File: src/rtl/pdp_pkg.sv
// Shared definitions for the multi-cycle datapath: FSM and ALU encodings,
// opcodes and instruction field positions.
package pdp_pkg;

   typedef enum logic [2:0] {
      ST_FETCH  = 3'd0,
      ST_DECODE = 3'd1,
      ST_EXEC   = 3'd2,
      ST_MEM    = 3'd3,
      ST_WB     = 3'd4,
      ST_HALT   = 3'd5
   } state_e;

   typedef enum logic [2:0] {
      ALU_ADD  = 3'd0,
      ALU_SUB  = 3'd1,
      ALU_AND  = 3'd2,
      ALU_OR   = 3'd3,
      ALU_PASS = 3'd4
   } alu_op_e;

   localparam logic [3:0] OP_NOP  = 4'h0;
   localparam logic [3:0] OP_ADD  = 4'h1;
   localparam logic [3:0] OP_SUB  = 4'h2;
   localparam logic [3:0] OP_AND  = 4'h3;
   localparam logic [3:0] OP_OR   = 4'h4;
   localparam logic [3:0] OP_ADDI = 4'h5;
   localparam logic [3:0] OP_LI   = 4'h6;
   localparam logic [3:0] OP_LW   = 4'h7;
   localparam logic [3:0] OP_SW   = 4'h8;
   localparam logic [3:0] OP_BEQ  = 4'h9;
   localparam logic [3:0] OP_BLT  = 4'hA;
   localparam logic [3:0] OP_J    = 4'hB;
   localparam logic [3:0] OP_HALT = 4'hF;

   localparam int INSTR_W = 16;
   localparam int OP_LSB  = 12;
   localparam int RS_LSB  = 10;
   localparam int RT_LSB  = 8;
   localparam int RD_LSB  = 6;
   localparam int IMM_W   = 8;

   function automatic logic [3:0] get_op(input logic [INSTR_W-1:0] instr);
      return instr[OP_LSB+3:OP_LSB];
   endfunction

   function automatic logic [1:0] get_rs(input logic [INSTR_W-1:0] instr);
      return instr[RS_LSB+1:RS_LSB];
   endfunction

   function automatic logic [1:0] get_rt(input logic [INSTR_W-1:0] instr);
      return instr[RT_LSB+1:RT_LSB];
   endfunction

   function automatic logic [1:0] get_rd(input logic [INSTR_W-1:0] instr);
      return instr[RD_LSB+1:RD_LSB];
   endfunction

   function automatic logic [IMM_W-1:0] get_imm(input logic [INSTR_W-1:0] instr);
      return instr[IMM_W-1:0];
   endfunction

endpackage

File: src/rtl/pdp_alu.sv
// Combinational ALU: add/sub with signed-overflow detect, logic ops, pass-through,
// plus signed less-than and equality flags for branch resolution.
module pdp_alu
   import pdp_pkg::*;
#(
   parameter int DATA_W = 8
)(
   input  alu_op_e           op,
   input  logic [DATA_W-1:0] a,
   input  logic [DATA_W-1:0] b,
   output logic [DATA_W-1:0] y,
   output logic              ovf,
   output logic              lt,
   output logic              eq
);

   logic [DATA_W-1:0] sum_s;
   logic [DATA_W-1:0] diff_s;

   assign sum_s  = a + b;
   assign diff_s = a - b;

   // Result select; overflow is only meaningful for the add and subtract paths
   always_comb begin
      y   = {DATA_W{1'b0}};
      ovf = 1'b0;
      case (op)
         ALU_ADD: begin
            y   = sum_s;
            ovf = (a[DATA_W-1] == b[DATA_W-1]) && (sum_s[DATA_W-1] != a[DATA_W-1]);
         end
         ALU_SUB: begin
            y   = diff_s;
            ovf = (a[DATA_W-1] != b[DATA_W-1]) && (diff_s[DATA_W-1] != a[DATA_W-1]);
         end
         ALU_AND:  y = a & b;
         ALU_OR:   y = a | b;
         ALU_PASS: y = b;
         default: begin
            y   = {DATA_W{1'b0}};
            ovf = 1'b0;
         end
      endcase
   end

   assign lt = ($signed(a) < $signed(b));
   assign eq = (a == b);

endmodule

File: src/rtl/pdp_regfile.sv
// Two-read one-write register file; r0 always reads zero and ignores writes.
module pdp_regfile #(
   parameter int DATA_W = 8,
   parameter int REG_AW = 2
)(
   input  logic              clk,
   input  logic              rst_n,
   input  logic              we,
   input  logic [REG_AW-1:0] waddr,
   input  logic [DATA_W-1:0] wdata,
   input  logic [REG_AW-1:0] raddr_a,
   input  logic [REG_AW-1:0] raddr_b,
   output logic [DATA_W-1:0] rdata_a,
   output logic [DATA_W-1:0] rdata_b
);

   localparam int NREGS = 2 ** REG_AW;

   logic [DATA_W-1:0] regs_r [NREGS];

   // Register storage with asynchronous clear
   always_ff @(posedge clk or negedge rst_n) begin
      if (!rst_n) begin
         for (int i = 0; i < NREGS; i++) begin
            regs_r[i] <= {DATA_W{1'b0}};
         end
      end else if (we && (waddr != {REG_AW{1'b0}})) begin
         regs_r[waddr] <= wdata;
      end
   end

   // Read ports with r0 forced to zero
   always_comb begin
      if (raddr_a == {REG_AW{1'b0}}) begin
         rdata_a = {DATA_W{1'b0}};
      end else begin
         rdata_a = regs_r[raddr_a];
      end
      if (raddr_b == {REG_AW{1'b0}}) begin
         rdata_b = {DATA_W{1'b0}};
      end else begin
         rdata_b = regs_r[raddr_b];
      end
   end

endmodule

File: src/rtl/pdatapath_mc.sv
// Multi-cycle datapath top: owns PC, IR and FSM (FETCH/DECODE/EXEC/MEM/WB/HALT),
// drives sync-read instruction and data memories and exposes retire/overflow status.
module pdatapath_mc
   import pdp_pkg::*;
#(
   parameter int DATA_W = 8,
   parameter int REG_AW = 2,
   parameter int PC_W   = 8,
   parameter int CNT_W  = 16
)(
   input  logic              clk,
   input  logic              rst_general,
   input  logic              step_mode,
   input  logic              step,
   output logic [PC_W-1:0]   imem_addr,
   input  logic [15:0]       imem_rdata,
   output logic [DATA_W-1:0] dmem_addr,
   output logic [DATA_W-1:0] dmem_wdata,
   output logic              dmem_we,
   input  logic [DATA_W-1:0] dmem_rdata,
   output logic [PC_W-1:0]   pc,
   output logic [DATA_W-1:0] wb_data,
   output logic              ovf_sticky,
   output logic              halted,
   output logic              illegal,
   output logic [CNT_W-1:0]  retired
);

   state_e            state_r;
   logic [15:0]       ir_r;
   logic [DATA_W-1:0] a_r;
   logic [DATA_W-1:0] b_r;
   logic [DATA_W-1:0] alu_r;

   logic [3:0]        op_s;
   logic [DATA_W-1:0] imm_d_s;
   logic [PC_W-1:0]   imm_p_s;
   logic [PC_W-1:0]   pc_inc_s;
   logic [PC_W-1:0]   br_tgt_s;

   alu_op_e           alu_op_s;
   logic [DATA_W-1:0] alu_b_s;
   logic [DATA_W-1:0] alu_y_s;
   logic              alu_ovf_s;
   logic              alu_lt_s;
   logic              alu_eq_s;
   logic              ovf_en_s;

   logic [REG_AW-1:0] rd_addr_a_s;
   logic [REG_AW-1:0] rd_addr_b_s;
   logic [DATA_W-1:0] rd_data_a_s;
   logic [DATA_W-1:0] rd_data_b_s;
   logic              wb_we_s;
   logic [REG_AW-1:0] wb_addr_s;
   logic [DATA_W-1:0] wb_val_s;

   assign op_s      = get_op(ir_r);
   assign imm_d_s   = DATA_W'($signed(get_imm(ir_r)));
   assign imm_p_s   = PC_W'($signed(get_imm(ir_r)));
   assign pc_inc_s  = pc + PC_W'(1);
   assign br_tgt_s  = pc_inc_s + imm_p_s;
   assign imem_addr = pc;

   // Register operands are read straight from the memory word while it is being latched
   assign rd_addr_a_s = REG_AW'(get_rs(imem_rdata));
   assign rd_addr_b_s = REG_AW'(get_rt(imem_rdata));
   assign wb_we_s     = (state_r == ST_WB);
   assign wb_val_s    = (op_s == OP_LW) ? dmem_rdata : alu_r;

   // Operand and operation select for the ALU in EXEC
   always_comb begin
      alu_op_s = ALU_ADD;
      alu_b_s  = b_r;
      ovf_en_s = 1'b0;
      case (op_s)
         OP_ADD:  ovf_en_s = 1'b1;
         OP_SUB: begin
            alu_op_s = ALU_SUB;
            ovf_en_s = 1'b1;
         end
         OP_AND:  alu_op_s = ALU_AND;
         OP_OR:   alu_op_s = ALU_OR;
         OP_ADDI: begin
            alu_b_s  = imm_d_s;
            ovf_en_s = 1'b1;
         end
         OP_LI: begin
            alu_op_s = ALU_PASS;
            alu_b_s  = imm_d_s;
         end
         OP_LW:   alu_b_s = imm_d_s;
         OP_SW:   alu_b_s = imm_d_s;
         default: begin
            alu_op_s = ALU_ADD;
            alu_b_s  = b_r;
            ovf_en_s = 1'b0;
         end
      endcase
   end

   // Register-register ops write rd; immediate ops and loads write rt
   always_comb begin
      wb_addr_s = REG_AW'(get_rt(ir_r));
      case (op_s)
         OP_ADD, OP_SUB, OP_AND, OP_OR: wb_addr_s = REG_AW'(get_rd(ir_r));
         default:                       wb_addr_s = REG_AW'(get_rt(ir_r));
      endcase
   end

   pdp_alu #(.DATA_W(DATA_W)) u_alu (
      .op  (alu_op_s),
      .a   (a_r),
      .b   (alu_b_s),
      .y   (alu_y_s),
      .ovf (alu_ovf_s),
      .lt  (alu_lt_s),
      .eq  (alu_eq_s)
   );

   pdp_regfile #(.DATA_W(DATA_W), .REG_AW(REG_AW)) u_regfile (
      .clk     (clk),
      .rst_n   (rst_general),
      .we      (wb_we_s),
      .waddr   (wb_addr_s),
      .wdata   (wb_val_s),
      .raddr_a (rd_addr_a_s),
      .raddr_b (rd_addr_b_s),
      .rdata_a (rd_data_a_s),
      .rdata_b (rd_data_b_s)
   );

   // Sequencer: each instruction retires (count + PC update) in its final state
   always_ff @(posedge clk or negedge rst_general) begin
      if (!rst_general) begin
         state_r    <= ST_FETCH;
         ir_r       <= 16'h0000;
         a_r        <= {DATA_W{1'b0}};
         b_r        <= {DATA_W{1'b0}};
         alu_r      <= {DATA_W{1'b0}};
         pc         <= {PC_W{1'b0}};
         dmem_addr  <= {DATA_W{1'b0}};
         dmem_wdata <= {DATA_W{1'b0}};
         dmem_we    <= 1'b0;
         wb_data    <= {DATA_W{1'b0}};
         ovf_sticky <= 1'b0;
         halted     <= 1'b0;
         illegal    <= 1'b0;
         retired    <= {CNT_W{1'b0}};
      end else begin
         case (state_r)
            ST_FETCH: begin
               if (!step_mode || step) begin
                  state_r <= ST_DECODE;
               end
            end
            ST_DECODE: begin
               ir_r    <= imem_rdata;
               a_r     <= rd_data_a_s;
               b_r     <= rd_data_b_s;
               state_r <= ST_EXEC;
            end
            ST_EXEC: begin
               alu_r <= alu_y_s;
               case (op_s)
                  OP_NOP: begin
                     pc      <= pc_inc_s;
                     retired <= retired + CNT_W'(1);
                     state_r <= ST_FETCH;
                  end
                  OP_ADD, OP_SUB, OP_AND, OP_OR, OP_ADDI, OP_LI: begin
                     if (ovf_en_s && alu_ovf_s) begin
                        ovf_sticky <= 1'b1;
                     end
                     state_r <= ST_WB;
                  end
                  OP_LW: begin
                     dmem_addr <= alu_y_s;
                     state_r   <= ST_MEM;
                  end
                  OP_SW: begin
                     dmem_addr  <= alu_y_s;
                     dmem_wdata <= b_r;
                     dmem_we    <= 1'b1;
                     state_r    <= ST_MEM;
                  end
                  OP_BEQ, OP_BLT: begin
                     if ((op_s == OP_BEQ) ? alu_eq_s : alu_lt_s) begin
                        pc <= br_tgt_s;
                     end else begin
                        pc <= pc_inc_s;
                     end
                     retired <= retired + CNT_W'(1);
                     state_r <= ST_FETCH;
                  end
                  OP_J: begin
                     pc      <= imm_p_s;
                     retired <= retired + CNT_W'(1);
                     state_r <= ST_FETCH;
                  end
                  OP_HALT: begin
                     halted  <= 1'b1;
                     retired <= retired + CNT_W'(1);
                     state_r <= ST_HALT;
                  end
                  default: begin
                     illegal <= 1'b1;
                     halted  <= 1'b1;
                     state_r <= ST_HALT;
                  end
               endcase
            end
            ST_MEM: begin
               dmem_we <= 1'b0;
               if (op_s == OP_SW) begin
                  pc      <= pc_inc_s;
                  retired <= retired + CNT_W'(1);
                  state_r <= ST_FETCH;
               end else begin
                  state_r <= ST_WB;
               end
            end
            ST_WB: begin
               wb_data <= wb_val_s;
               pc      <= pc_inc_s;
               retired <= retired + CNT_W'(1);
               state_r <= ST_FETCH;
            end
            ST_HALT: begin
               dmem_we <= 1'b0;
               state_r <= ST_HALT;
            end
            default: begin
               dmem_we <= 1'b0;
               state_r <= ST_FETCH;
            end
         endcase
      end
   end

endmodule

File: config.mk
export PLATFORM = sky130hd
export DESIGN_NAME = pdatapath_mc
export DESIGN_NICKNAME = d
export VERILOG_FILES = /design/src/rtl/pdp_pkg.sv /design/src/rtl/pdp_alu.sv /design/src/rtl/pdp_regfile.sv /design/src/rtl/pdatapath_mc.sv
export SDC_FILE = /design/constraint.sdc
export NUM_CORES = 1
export LEC_CHECK = 0
export CAP_MARGIN = 15
export CORE_MARGIN = 2
export CORE_UTILIZATION = 61
export CTS_CLUSTER_DIAMETER = 50
export CTS_CLUSTER_SIZE = 14
export DETAILED_ROUTE_END_ITERATION = 12
export PLACE_DENSITY_LB_ADDON = 0.08
export SLEW_MARGIN = 10
export SYNTH_ARGS = -nofsm -noshare
export SYNTH_HDL_FRONTEND = slang
export SYNTH_SLANG_ARGS = --single-unit
File: constraint.sdc
create_clock -name clk -period 5.63 [get_ports clk]
set_input_delay 1.4075 -clock clk [delete_from_list [all_inputs] [get_ports clk]]
set_output_delay 1.4075 -clock clk [all_outputs]
set_load 0.02 [all_outputs]
==> Word-level counts from Yosys, hierarchy flattened <==
Cells that the tools add are included.
{ "classes": {"add_sub_neg": 5, "order_cmp": 5, "n_eq_ne": 31, "muxes": 32, "bitwise_logic": 8, "reduce_logical": 33} }
{ "ops": {"columns": ["operator", "count"], "rows": [
  ["2-to-1 mux 8 bit", 11],
  ["case mux 16 bit (3 select lines)", 1],
  ["case mux 8 bit (3 select lines)", 2],
  ["case mux 8 bit (5 select lines)", 1],
  ["binary-select mux 8 bit (select 2 bit)", 2],
  ["bitwise mux 32 bit", 1],
  ["2-to-1 mux 16 bit", 2],
  ["equality test 4 bit (second input constant)", 5],
  ["adder 16 x 1 -> 16 bit (second input constant)", 1],
  ["adder 8 bit", 2],
  ["demux 8 bit (select 2 bit)", 1],
  ["equality test 4 x 3 -> 1 bit (second input constant)", 4],
  ["case mux 3 bit (5 select lines)", 1],
  ["OR reduction 13 bit", 1],
  ["equality test 3 x 2 -> 1 bit (second input constant)", 4],
  ["case mux 3 bit (4 select lines)", 1],
  ["OR reduction 12 bit", 1],
  ["OR reduction 4 bit", 3],
  ["AND reduction 2 bit", 5],
  ["equality test 3 bit (second input constant)", 3],
  [">= comparator 3 bit (second input constant)", 3],
  ["inverter 2 -> 3 bit", 3],
  ["case mux 3 bit (3 select lines)", 1],
  ["AND reduction 3 bit", 3],
  ["other kinds (31)", 52]
]} }
{ "word_totals": {"register_bits": 127, "inputBits": 28, "out_inout_bits": 60, "word_cells": 132} }

==> Logic depth before layout (Yosys ltp) <==
Gate-level depths: netlist of run 1.
{ "depth": {"depth_word": 9, "ltp_mapped": 15, "depth_no_buf": 13} }

==> Hierarchy <==
A second synthesis of run 1 with hierarchy kept.
{ "unflattened": {"hier_cells": 679, "area_unflattened_um2": 7312.0} }
{ "modules_own_cells": {"columns": ["mod", "instances", "cells_per_inst", "area_per_inst_um2", "seq_area_each_um2"], "rows": [
  ["pdatapath_mc", 1, 421, 4818.4, 2327.2],
  ["pdp_regfile", 1, 92, 1275.0, 600.6],
  ["pdp_alu", 1, 166, 1218.7, 0.0]
]} }

==> Worst setup path after synthesis of run 1 <==
Ideal clock, no wire load.
{ "synth_timing": {"kind": "reg2reg", "from": "reg ir_r[13]", "to": "reg pc[3] (netlist: imem_addr[3])", "setup_time_ns": 0.094, "arrival_time_ns": 3.509, "t_required_ns": 5.536, "setup_slack_ns": 2.027, "path_stages_with_launch": 13, "path_buffers": 2, "synth_period_minus_slack_ns": 3.603, "path_cell_list": "dfrtp_1 buf_2 or2_1 clkbuf_1 a21oi_2 mux2_2 ha_1 or4_4 nand4b_4 mux2_4 nor2_8 o211ai_1 a221oi_2"} }
{ "synth_between": {"elab_chain_len": 8, "word_cells_on_any_way": 20, "cone_classes": "order compare: 1; eq/ne: 10; mux: 5; reduce/logical: 4"} }
{ "synth_rtl": {"columns": ["element", "line", "rtl"], "rows": [
  ["from (decl)", "pdatapath_mc.sv:30", "logic [15:0] ir_r;"],
  ["from (signal assigned)", "pdatapath_mc.sv:157", "ir_r <= imem_rdata;"],
  ["equality test 4 x 3 -> 1 bit or equality test 4 bit (tied branches)", "pdatapath_mc.sv:75, pdatapath_mc.sv:214", null],
  ["OR reduction 4 bit (no line)", null, null],
  ["2-to-1 mux 8 bit", "pdatapath_mc.sv:75", "case (op_s)"],
  ["< comparator 8 bit or equality test 8 bit (tied branches)", "pdp_alu.sv:46, pdp_alu.sv:47", null],
  ["2-to-1 mux 1 bit", "pdatapath_mc.sv:187", "if ((op_s == OP_BEQ) ? alu_eq_s : alu_lt_s) begin"],
  ["2-to-1 mux 8 bit", "pdatapath_mc.sv:187", null],
  ["case mux 8 bit (3 select lines)", "pdatapath_mc.sv:164", "case (op_s)"],
  ["case mux 8 bit (3 select lines)", "pdatapath_mc.sv:150", "case (state_r)"],
  ["to (signal assigned)", "pdatapath_mc.sv:166", "pc <= pc_inc_s;"],
  ["to (signal assigned)", "pdatapath_mc.sv:188", "pc <= br_tgt_s;"],
  ["to (signal assigned)", "pdatapath_mc.sv:190", "pc <= pc_inc_s;"],
  ["to (decl)", "pdatapath_mc.sv:21", "output logic [PC_W-1:0] pc,"]
]} }
Parallel ways exist; a longest one is shown, timed or not.
A chain may end at the register's enable or synchronous reset.

==> Worst setup path after layout of run 1 <==
{ "layout_timing": {"from": "reg ir_r[13]", "to": "reg pc[4] (netlist: imem_addr[4])"} }
Same word-level chain as after synthesis.

==> impl_metrics.yaml, run 1 <==
worst_setup_path:
  r2r_end: "imem_addr[4]$_DFFE_PN0P_"
  r2r-start: "ir_r[13]$_DFFE_PN0P_"
  r2r_setup_slack_ps: 1200
  reg2reg_depth: 13
  worstSetupPathType: "reg -> reg"
  required_ps: 5990
  crit_path_start_kind: "flop"
  endpoint_kind: "flop"
  cp.arrival_ps: 4790
  startpoint: "ir_r[13]$_DFFE_PN0P_"
  crit_fanout: 21
route:
  routedWlPerCell_um: 21.1
  drc: 0
  ant_nets: 0
  vias_per_cell: 6.50
  dr.pass1.iters: 5
  dr.first_iter.drc_count: 549
  routed_wl_um: 21000
  vias: 6463
cts:
  cts_tree: "yes"
  clock_path_buffers: 2
  clk_latency_ps: 420
  cts_buffers: 17
  htreeDepth: 4
  cts_setup_buffers: 0
  clkSinkCount: 117
  cts_hold_buffers: 0
  cts_root_buf: "clkbuf_16"
  clkSlewWorstSetupHoldPaths_ps: 60
  cts_resized: 0
logic_synthesis:
  netlist_instances: 775
  synthArstFlopShare_pct: 100
  synth_edf_count: 0
  syn_area_mm2: 0.00732
  synth_top_area_share_pct: 40.0
  synth_top_cells_by_area: "dfrtp_1, mux2_2, ha_1"
  avgSynthCellArea_um2: 9.45
  yosysSeqAreaShare_pct: 40.0
  ys_types: 81
  synthTopCellsByCount: "dfrtp_1, nand2_1, o21ai_0"
  synth_area_leader_cell: "dfrtp_1"
  synthFlopType: "dfrtp_1"
  ys_ff_latch: 117
  ys.warnings.count: 0
  synthMostInstantiatedCell: "dfrtp_1"
  syn_nets: 839
timing:
  grt_setup_unrepaired: "false"
  drv_slew: 0
  max_freq_mhz: 225
  fin_tns_setup_ps: 0
  finClkSkew_ps: 5.53
  fin_crit_sh_pct: 78.8
  hold-worst-slack_ps: 490
  hold_viol_final: 0
  setup_viol: 0
  tightest_slew_ps: 1090
  min_period_ps: 4430
  relSlewSlack_pct: 26.9
die:
  die_w_um: 114
  ios: 88
  dieHeight_um: 114
  die_area_mm2: 0.0129
  placeableCoreArea_mm2: 0.0119
  initial_utilization_pct: 61.7
  rows: 40
placement:
  io_buffers: 87
  dpl.hpwl_um: 14700
  finalWeightedCongestion: 0.967
cells_and_area:
  final_layout_size_suffix_gt1_share_pct: 11.5
  areaGrowthSynthToFinish_pct: 19.8
  finalNetCount: 899
  nFillCells: 859
  diodes: 0
global_route:
  grtUsageTotal_pct: 33.5
  grt-ovfl-total: 0
  antenna_found_initial: 0
  grt_pass1_wl_um: 33100
  grt_max_degree: 76
  grt_pass1_vias: 6141
run_status:
  status: "finished, final reports clean"
worst_hold_path:
  min_from: "alu_r[4]$_DFFE_PN0P_"
  holdPathStages: 2
  hold_path_end: "alu_r[4]$_DFFE_PN0P_"
  hold_class: "reg -> reg"
flow_run:
  maxCapViolCount: 0
[critical path, stage by stage (launching register included)]
cell and delay (ps):
dfrtp_1 740, or2_1 470, nor2_1 170, a21oi_2 280, mux2_2 260, ha_1 180
inv_1 60, fa_1 410, nor2b_1 170, o311a_1 370, o21ai_1 550, a21oi_2 140
a2111oi_4 350, o221a_1 220
[logic make-up after synthesis]
family                   share of synthesized area, %
AO/OA/AOI/OAI                                    19.8
XOR/XNOR                                         3.59
adder cells (fa/ha/maj)                          6.73
buffers and inverters                            4.94
flip-flops                                       40.0
multiplexers                                     8.34
AND/OR/NAND/NOR                                  16.6
[registers in the layout, summed over array words and instances (netlist names)]
name,count
a_r,8
alu_r,8
b_r,8
dmem_addr,8
dmem_wdata,8
dmem_we,1
halted,1
illegal,1
imem_addr,8
ir_r,14
ovf_sticky,1
retired,16
state_r,3
u_regfile.regs_r,24
wb_data,8
[routing by layer]
| layer | part of all wire (%) | routed length [µm] | track usage, % |
|---|---|---|---|
| met3 | 8.4 | 1760 | 9.19 |
| met4 | 2.8 | 595 | 12.5 |
| met1 | 43 | 9070 | 46.5 |
| met5 | 0 | 0 | 0 |
| met2 | 46 | 9550 | 50.5 |
[worst max-delay path by stage]
stage | depth (start not counted) | slack [ps] | to
final | 13 | 1200 | imem_addr[4]$_DFFE_PN0P_
after detailed placement | 13 | 1320 | imem_addr[4]$_DFFE_PN0P_
after CTS | 13 | 1310 | imem_addr[4]$_DFFE_PN0P_
after floorplan | 12 | 2030 | imem_addr[3]$_DFFE_PN0P_
after global placement | 13 | 1570 | imem_addr[4]$_DFFE_PN0P_
after global routing | 13 | 970 | imem_addr[4]$_DFFE_PN0P_
[metrics by stage]
stage | instances | utilization [%] | setup WS, ps | instance area (µm²)
final | 994 | 74.0 | 1200 | 8770
after global routing | 994 | 74.0 | 968 | 8770
after CTS | 994 | 74.0 | 1310 | 8770
after detailed placement | 963 | 68.9 | 1320 | 8170
after global placement | 963 | 68.9 | 1570 | 8170
after floorplan | 775 | - | 2030 | 7320
[placed cells by master, fill, tap and decap left out, types with 4 or more instances in the layout]
cell type / n
a21o_1: 8
a21oi_1: 50
a221oi_1: 13
a22oi_1: 12
a31oi_1: 6
and2_1: 4
and3_1: 11
buf_4: 6
bufinv_16: 4
clkbuf_16: 17
clkdlybuf4s50_1: 86
clkinv_2: 6
dfrtp_1: 117
ha_1: 33
inv_1: 30
mux2_2: 42
mux2i_1: 10
nand2_1: 72
nand2b_1: 7
nand3_1: 16
nand4_1: 12
nor2_1: 52
nor2b_1: 10
nor3_1: 12
nor4_1: 4
o211ai_1: 6
o21a_1: 5
o21ai_0: 67
o21ai_1: 4
o21bai_1: 6
o22ai_1: 7
o311a_1: 4
or3_1: 5
xnor2_1: 25
xor2_1: 5
[final cells by class]
cell class,instances,area (µm²),share of cell area [%]
timing repair buffer,92,906,10.3
multi-input combinational,577,4040,46.0
clock inverter,11,158,1.80
inverter,30,113,1.28
tap,147,184,2.10
clock buffer,20,447,5.09
sequential,117,2930,33.4
Power of run 1 is left out: the tool's default activity adds up to more than one toggle a clock period on the data nets, which glitch-free logic cannot reach.
==> run 2, diff against run 1 <==
- CORE_UTILIZATION: 61 -> 57
- clock period: 5.63 -> 4.5 ns (I/O delays scaled with it)
==> run 2 against run 1 <==
Against the previous run:
- hold slack got worse by 21 ps
- cell count up 2.9%
- flip-flop and latch count stayed put
- via count fell by 1.3%
- maximum frequency increased by 10%
- utilization fell by 3.7 points
- register-to-register slack got worse by 730 ps
- first-iteration DRC count grew 1.8%
- non-clock buffer count up 3
- clock-buffer cell count up 3
- routed wire length down 0.14%
- worst setup slack worse by 730 ps
- largest cell class unchanged
- highest routed layer is now met5
==> impl_metrics.yaml, run 2 (synthesized netlist as in run 1, its figures left out) <==
route:
  ant_nets: 0
  vias_per_cell: 6.24
  met1_length_um: 9240
  routed-wl-met2_um: 9610
  drc: 0
  routed_wl_um: 20900
  vias: 6382
  dr.first_iter.drc_count: 559
  dr.pass1.iters: 5
  routed.top_layer: "met5"
  routedWlPerCell_um: 20.5
  wl_met3_um: 1530
global_route:
  grt_max_degree: 60
  antenna_found_initial: 0
  grt_pass1_vias: 6060
  grt-ovfl-total: 0
  grt_pass1_wl_um: 33300
  grtUsageTotal_pct: 30.8
timing:
  tightest_slew_ps: 1080
  hold_viol_final: 0
  relSlewSlack_pct: 27.7
  drv_slew: 0
  max_freq_mhz: 248
  finClkSkew_ps: 8.88
  setup_viol: 0
  min_period_ps: 4030
  fin_crit_sh_pct: 89.6
  hold-worst-slack_ps: 470
  fin_tns_setup_ps: 0
  grt_setup_unrepaired: "false"
worst_setup_path:
  cp_cell_sequence: "nand2b_1 -> nor2_1 -> a21oi_2 -> mux2_2 -> ha_1 -> inv_1 -> fa_1 -> nor2b_1 -> o311a_1 -> o21ai_1 -> a21oi_2 -> a2111oi_4 -> o221a_1"
  path_buf_inv: 1
  cp_slowest_stage_delay_ps: 590
  endpoint_kind: "flop"
  reg2reg_depth: 13
  r2r_setup_slack_ps: 470
  crit_fanout: 15
  cp_slowest_cell: "dfrtp_1"
  crit_end: "imem_addr[4]$_DFFE_PN0P_"
  crit_top_cell: "a21oi_2"
  crit_path_start_kind: "flop"
  r2r_end: "imem_addr[4]$_DFFE_PN0P_"
  r2r-start: "ir_r[14]$_DFFE_PN0P_"
  cp.arrival_ps: 4390
  required_ps: 4860
  cp.depth: 13
  worstSetupPathType: "reg -> reg"
  startpoint: "ir_r[14]$_DFFE_PN0P_"
  crit_family: "compound AO/OA/AOI/OAI gates"
cts:
  clk_latency_ps: 420
  cts_root_buf: "clkbuf_16"
  cts_resized: 0
  clkSinkCount: 117
  cts_buffers: 17
  clkSlewWorstSetupHoldPaths_ps: 50
  cts_tree: "yes"
  cts_hold_buffers: 0
  cts_setup_buffers: 0
  clock_path_buffers: 2
  htreeDepth: 4
cells_and_area:
  final_layout_size_suffix_gt1_share_pct: 11.6
  mostFrequentLayoutCells: "dfrtp_1, clkdlybuf4s50_1, nand2_1"
  areaGrowthSynthToFinish_pct: 20.5
  largest_reg_flops: 24
  reg_top3: "u_regfile.regs_r (24), retired (16), ir_r (14)"
  nFillCells: 973
  finalNetCount: 902
  top_register: "u_regfile.regs_r"
  final_common_cell: "dfrtp_1"
  diodes: 0
die:
  dieHeight_um: 117
  die_w_um: 117
  die_area_mm2: 0.0138
  rows: 41
  placeableCoreArea_mm2: 0.0126
  initial_utilization_pct: 58.3
  ios: 88
placement:
  io_buffers: 87
  finalWeightedCongestion: 0.967
  dpl.hpwl_um: 15100
run_status:
  status: "finished, final reports clean"
worst_hold_path:
  hold_class: "reg -> reg"
  min_from: "ovf_sticky$_DFFE_PN0P_"
flow_run:
  maxCapViolCount: 0
[run 2: changes by cell type in the layout (fill, tap and decap cells not counted), sizes merged]
cell / previous run / this run
bufinv: 4 / 3
clkbuf: 20 / 23
clkinv: 6 / 5
buf: 6 / 9
[run 2: routing by layer]
layer	vias up	global-route usage [%]
met5	-	2.94
met4	2	11.0
met3	38	7.98
met2	258	47.3
met1	3147	42.3
li1	2937	-
[run 2: layout make-up]
class / instances / area, µm² / area share (%)
Inverter: 30 / 113 / 1.28
Multi-Input combinational cell: 577 / 4040 / 45.7
Timing Repair Buffer: 95 / 938 / 10.6
Clock inverter: 9 / 126 / 1.43
Tap cell: 172 / 215 / 2.44
Clock buffer: 23 / 468 / 5.30
Sequential cell: 117 / 2930 / 33.2
[run 2: how the worst min path moves through the flow]
stage,endpoint,slack [ps],cells after the start
after floorplan,alu_r[0]$_DFFE_PN0P_,450,2
after global placement,ovf_sticky$_DFFE_PN0P_,450,1
after detailed placement,ovf_sticky$_DFFE_PN0P_,450,1
after CTS,ovf_sticky$_DFFE_PN0P_,470,1
after global routing,ovf_sticky$_DFFE_PN0P_,500,1
final,ovf_sticky$_DFFE_PN0P_,470,1
[run 2: metrics by stage]
stage	std cells	util (%)	cell area (µm²)	worst slack, ps
global route	1023	70.2	8830	206
finish	1023	70.2	8830	467
global placement	990	65.5	8230	637
detailed placement	991	65.5	8230	498
floorplan	775	-	7320	897
CTS	1023	70.2	8830	493
Power of run 2 is left out for the same reason.
==> run 3, diff against run 2 <==
- ABC_CLOCK_PERIOD_IN_PS: not set -> 4500
- CORE_MARGIN: 2 -> not set
==> run 3 against run 2 <==
Against the previous run:
- register-to-register slack got worse by 80 ps
- hold slack improved by 2.2 ps
- first-iteration DRC count is 1.8% higher
- flip-flop and latch count is the same
- critical path depth did not move
- design area rose by 0.11%
- utilization up 0.080 points
- routed wire length shrank 2.4%
- critical path type unchanged
==> impl_metrics.yaml, run 3 (synthesized netlist as in run 1, its figures left out) <==
global_route:
  grt_busiest_layer: "met2"
  grt_max_degree: 118
  grt-ovfl-total: 0
  grtUsageMet2_pct: 49.0
  grt_pass1_wl_um: 32000
  grt_util_met1_pct: 44.7
  grt_pass1_vias: 6020
  grt.met3_usage_pct: 7.85
  grtUsageTotal_pct: 32.4
  antenna_found_initial: 0
timing:
  finClkSkew_ps: 6.81
  tightest_slew_ps: 1120
  grt_setup_unrepaired: "false"
  max_freq_mhz: 243
  min_period_ps: 4110
  setup_viol: 0
  hold_viol_final: 0
  relSlewSlack_pct: 25.1
  fin_crit_sh_pct: 91.4
  fin_tns_setup_ps: 0
  drv_slew: 0
cells_and_area:
  finalNetCount: 901
  diodes: 0
  mostFrequentLayoutCells: "dfrtp_1, clkdlybuf4s50_1, nand2_1"
  areaGrowthSynthToFinish_pct: 20.7
  nFillCells: 983
  final_common_cell: "dfrtp_1"
  reg_top3: "u_regfile.regs_r (24), retired (16), ir_r (14)"
  largest_reg_flops: 24
  final_layout_size_suffix_gt1_share_pct: 11.9
  top_register: "u_regfile.regs_r"
cts:
  clkSlewWorstSetupHoldPaths_ps: 60
  cts_hold_buffers: 0
  cts_resized: 0
  cts_root_buf: "clkbuf_16"
  cts_buffers: 17
  clock_path_buffers: 2
  clkSinkCount: 117
  cts_setup_buffers: 0
  cts_tree: "yes"
  htreeDepth: 4
  clk_latency_ps: 410
flow_run:
  maxCapViolCount: 0
worst_hold_path:
  min_from: "ovf_sticky$_DFFE_PN0P_"
  holdPathStages: 1
  hold_class: "reg -> reg"
  hold_path_end: "ovf_sticky$_DFFE_PN0P_"
worst_setup_path:
  crit_fanout: 14
  r2r-start: "ir_r[14]$_DFFE_PN0P_"
  required_ps: 4850
  endpoint_kind: "flop"
  reg2reg_depth: 13
  cp.arrival_ps: 4460
  worstSetupPathType: "reg -> reg"
  crit_path_start_kind: "flop"
  r2r_setup_slack_ps: 390
  r2r_end: "imem_addr[4]$_DFFE_PN0P_"
route:
  drc: 0
  vias_per_cell: 6.15
  routed_wl_um: 20400
  vias: 6287
  routedWlPerCell_um: 20.0
  dr.first_iter.drc_count: 569
  dr.pass1.iters: 5
  ant_nets: 0
die:
  initial_utilization_pct: 58.3
  placeableCoreArea_mm2: 0.0126
  rows: 41
  dieHeight_um: 115
  die_w_um: 115
  ios: 88
  die_area_mm2: 0.0133
run_status:
  status: "finished, final reports clean"
placement:
  io_buffers: 87
  finalWeightedCongestion: 0.950
  dpl.hpwl_um: 14800
[run 3: changes by cell type in the layout (fill, tap and decap cells not counted)]
cell        change
inv_6           +1
clkinvlp_4      +3
clkinv_2        -1
clkbuf_1        -3
buf_2           -1
[run 3: how the worst max path moves through the flow]
stage / start / to / slack (ps) / cells after the start
after floorplan: ir_r[13]$_DFFE_PN0P_ / imem_addr[3]$_DFFE_PN0P_ / 900 / 12
after global placement: ir_r[14]$_DFFE_PN0P_ / imem_addr[4]$_DFFE_PN0P_ / 670 / 13
after detailed placement: ir_r[14]$_DFFE_PN0P_ / imem_addr[4]$_DFFE_PN0P_ / 530 / 13
after CTS: ir_r[14]$_DFFE_PN0P_ / imem_addr[4]$_DFFE_PN0P_ / 490 / 13
after global routing: ir_r[14]$_DFFE_PN0P_ / imem_addr[4]$_DFFE_PN0P_ / 260 / 13
final: ir_r[14]$_DFFE_PN0P_ / imem_addr[4]$_DFFE_PN0P_ / 390 / 13
[run 3: metal layers]
metal	up-vias	share of wire [%]
li1	2925	-
met1	3048	44
met2	281	46
met3	33	7.7
met4	0	2.7
met5	-	0
[run 3: worst max-delay path, stage by stage (launching register included)]
cell and delay (ps):
dfrtp_1 570, nand2b_1 330, nor2_1 140, a21oi_2 320, mux2_2 280, ha_1 180
inv_1 70, fa_1 400, nor2b_1 170, o311a_1 380, o21ai_1 500, a21oi_2 150
a2111oi_4 340, o221a_1 210
[run 3: cell type report]
type	count	area (µm²)	share of cell area (%)
repair buffers	94	933	10.6
clock buffers	20	457	5.17
multi-input cells	577	4040	45.7
clock inverters	12	153	1.73
inverters	30	113	1.27
flip-flops and latches	117	2930	33.1
well taps	172	215	2.44
[run 3: through the flow]
step           setup slack [ps]  hold slack (ps)  cells  cell area, µm²  utilization, %
2_1_floorplan               897              450    775            7320               -
3_3_place_gp                668              463    990            8230            65.5
3_5_place_dp                528              451    990            8230            65.5
4_1_cts                     492              472   1022            8840            70.3
5_1_grt                     257              495   1022            8840            70.3
6_report                    389              472   1022            8840            70.3
Power of run 3 is left out for the same reason.
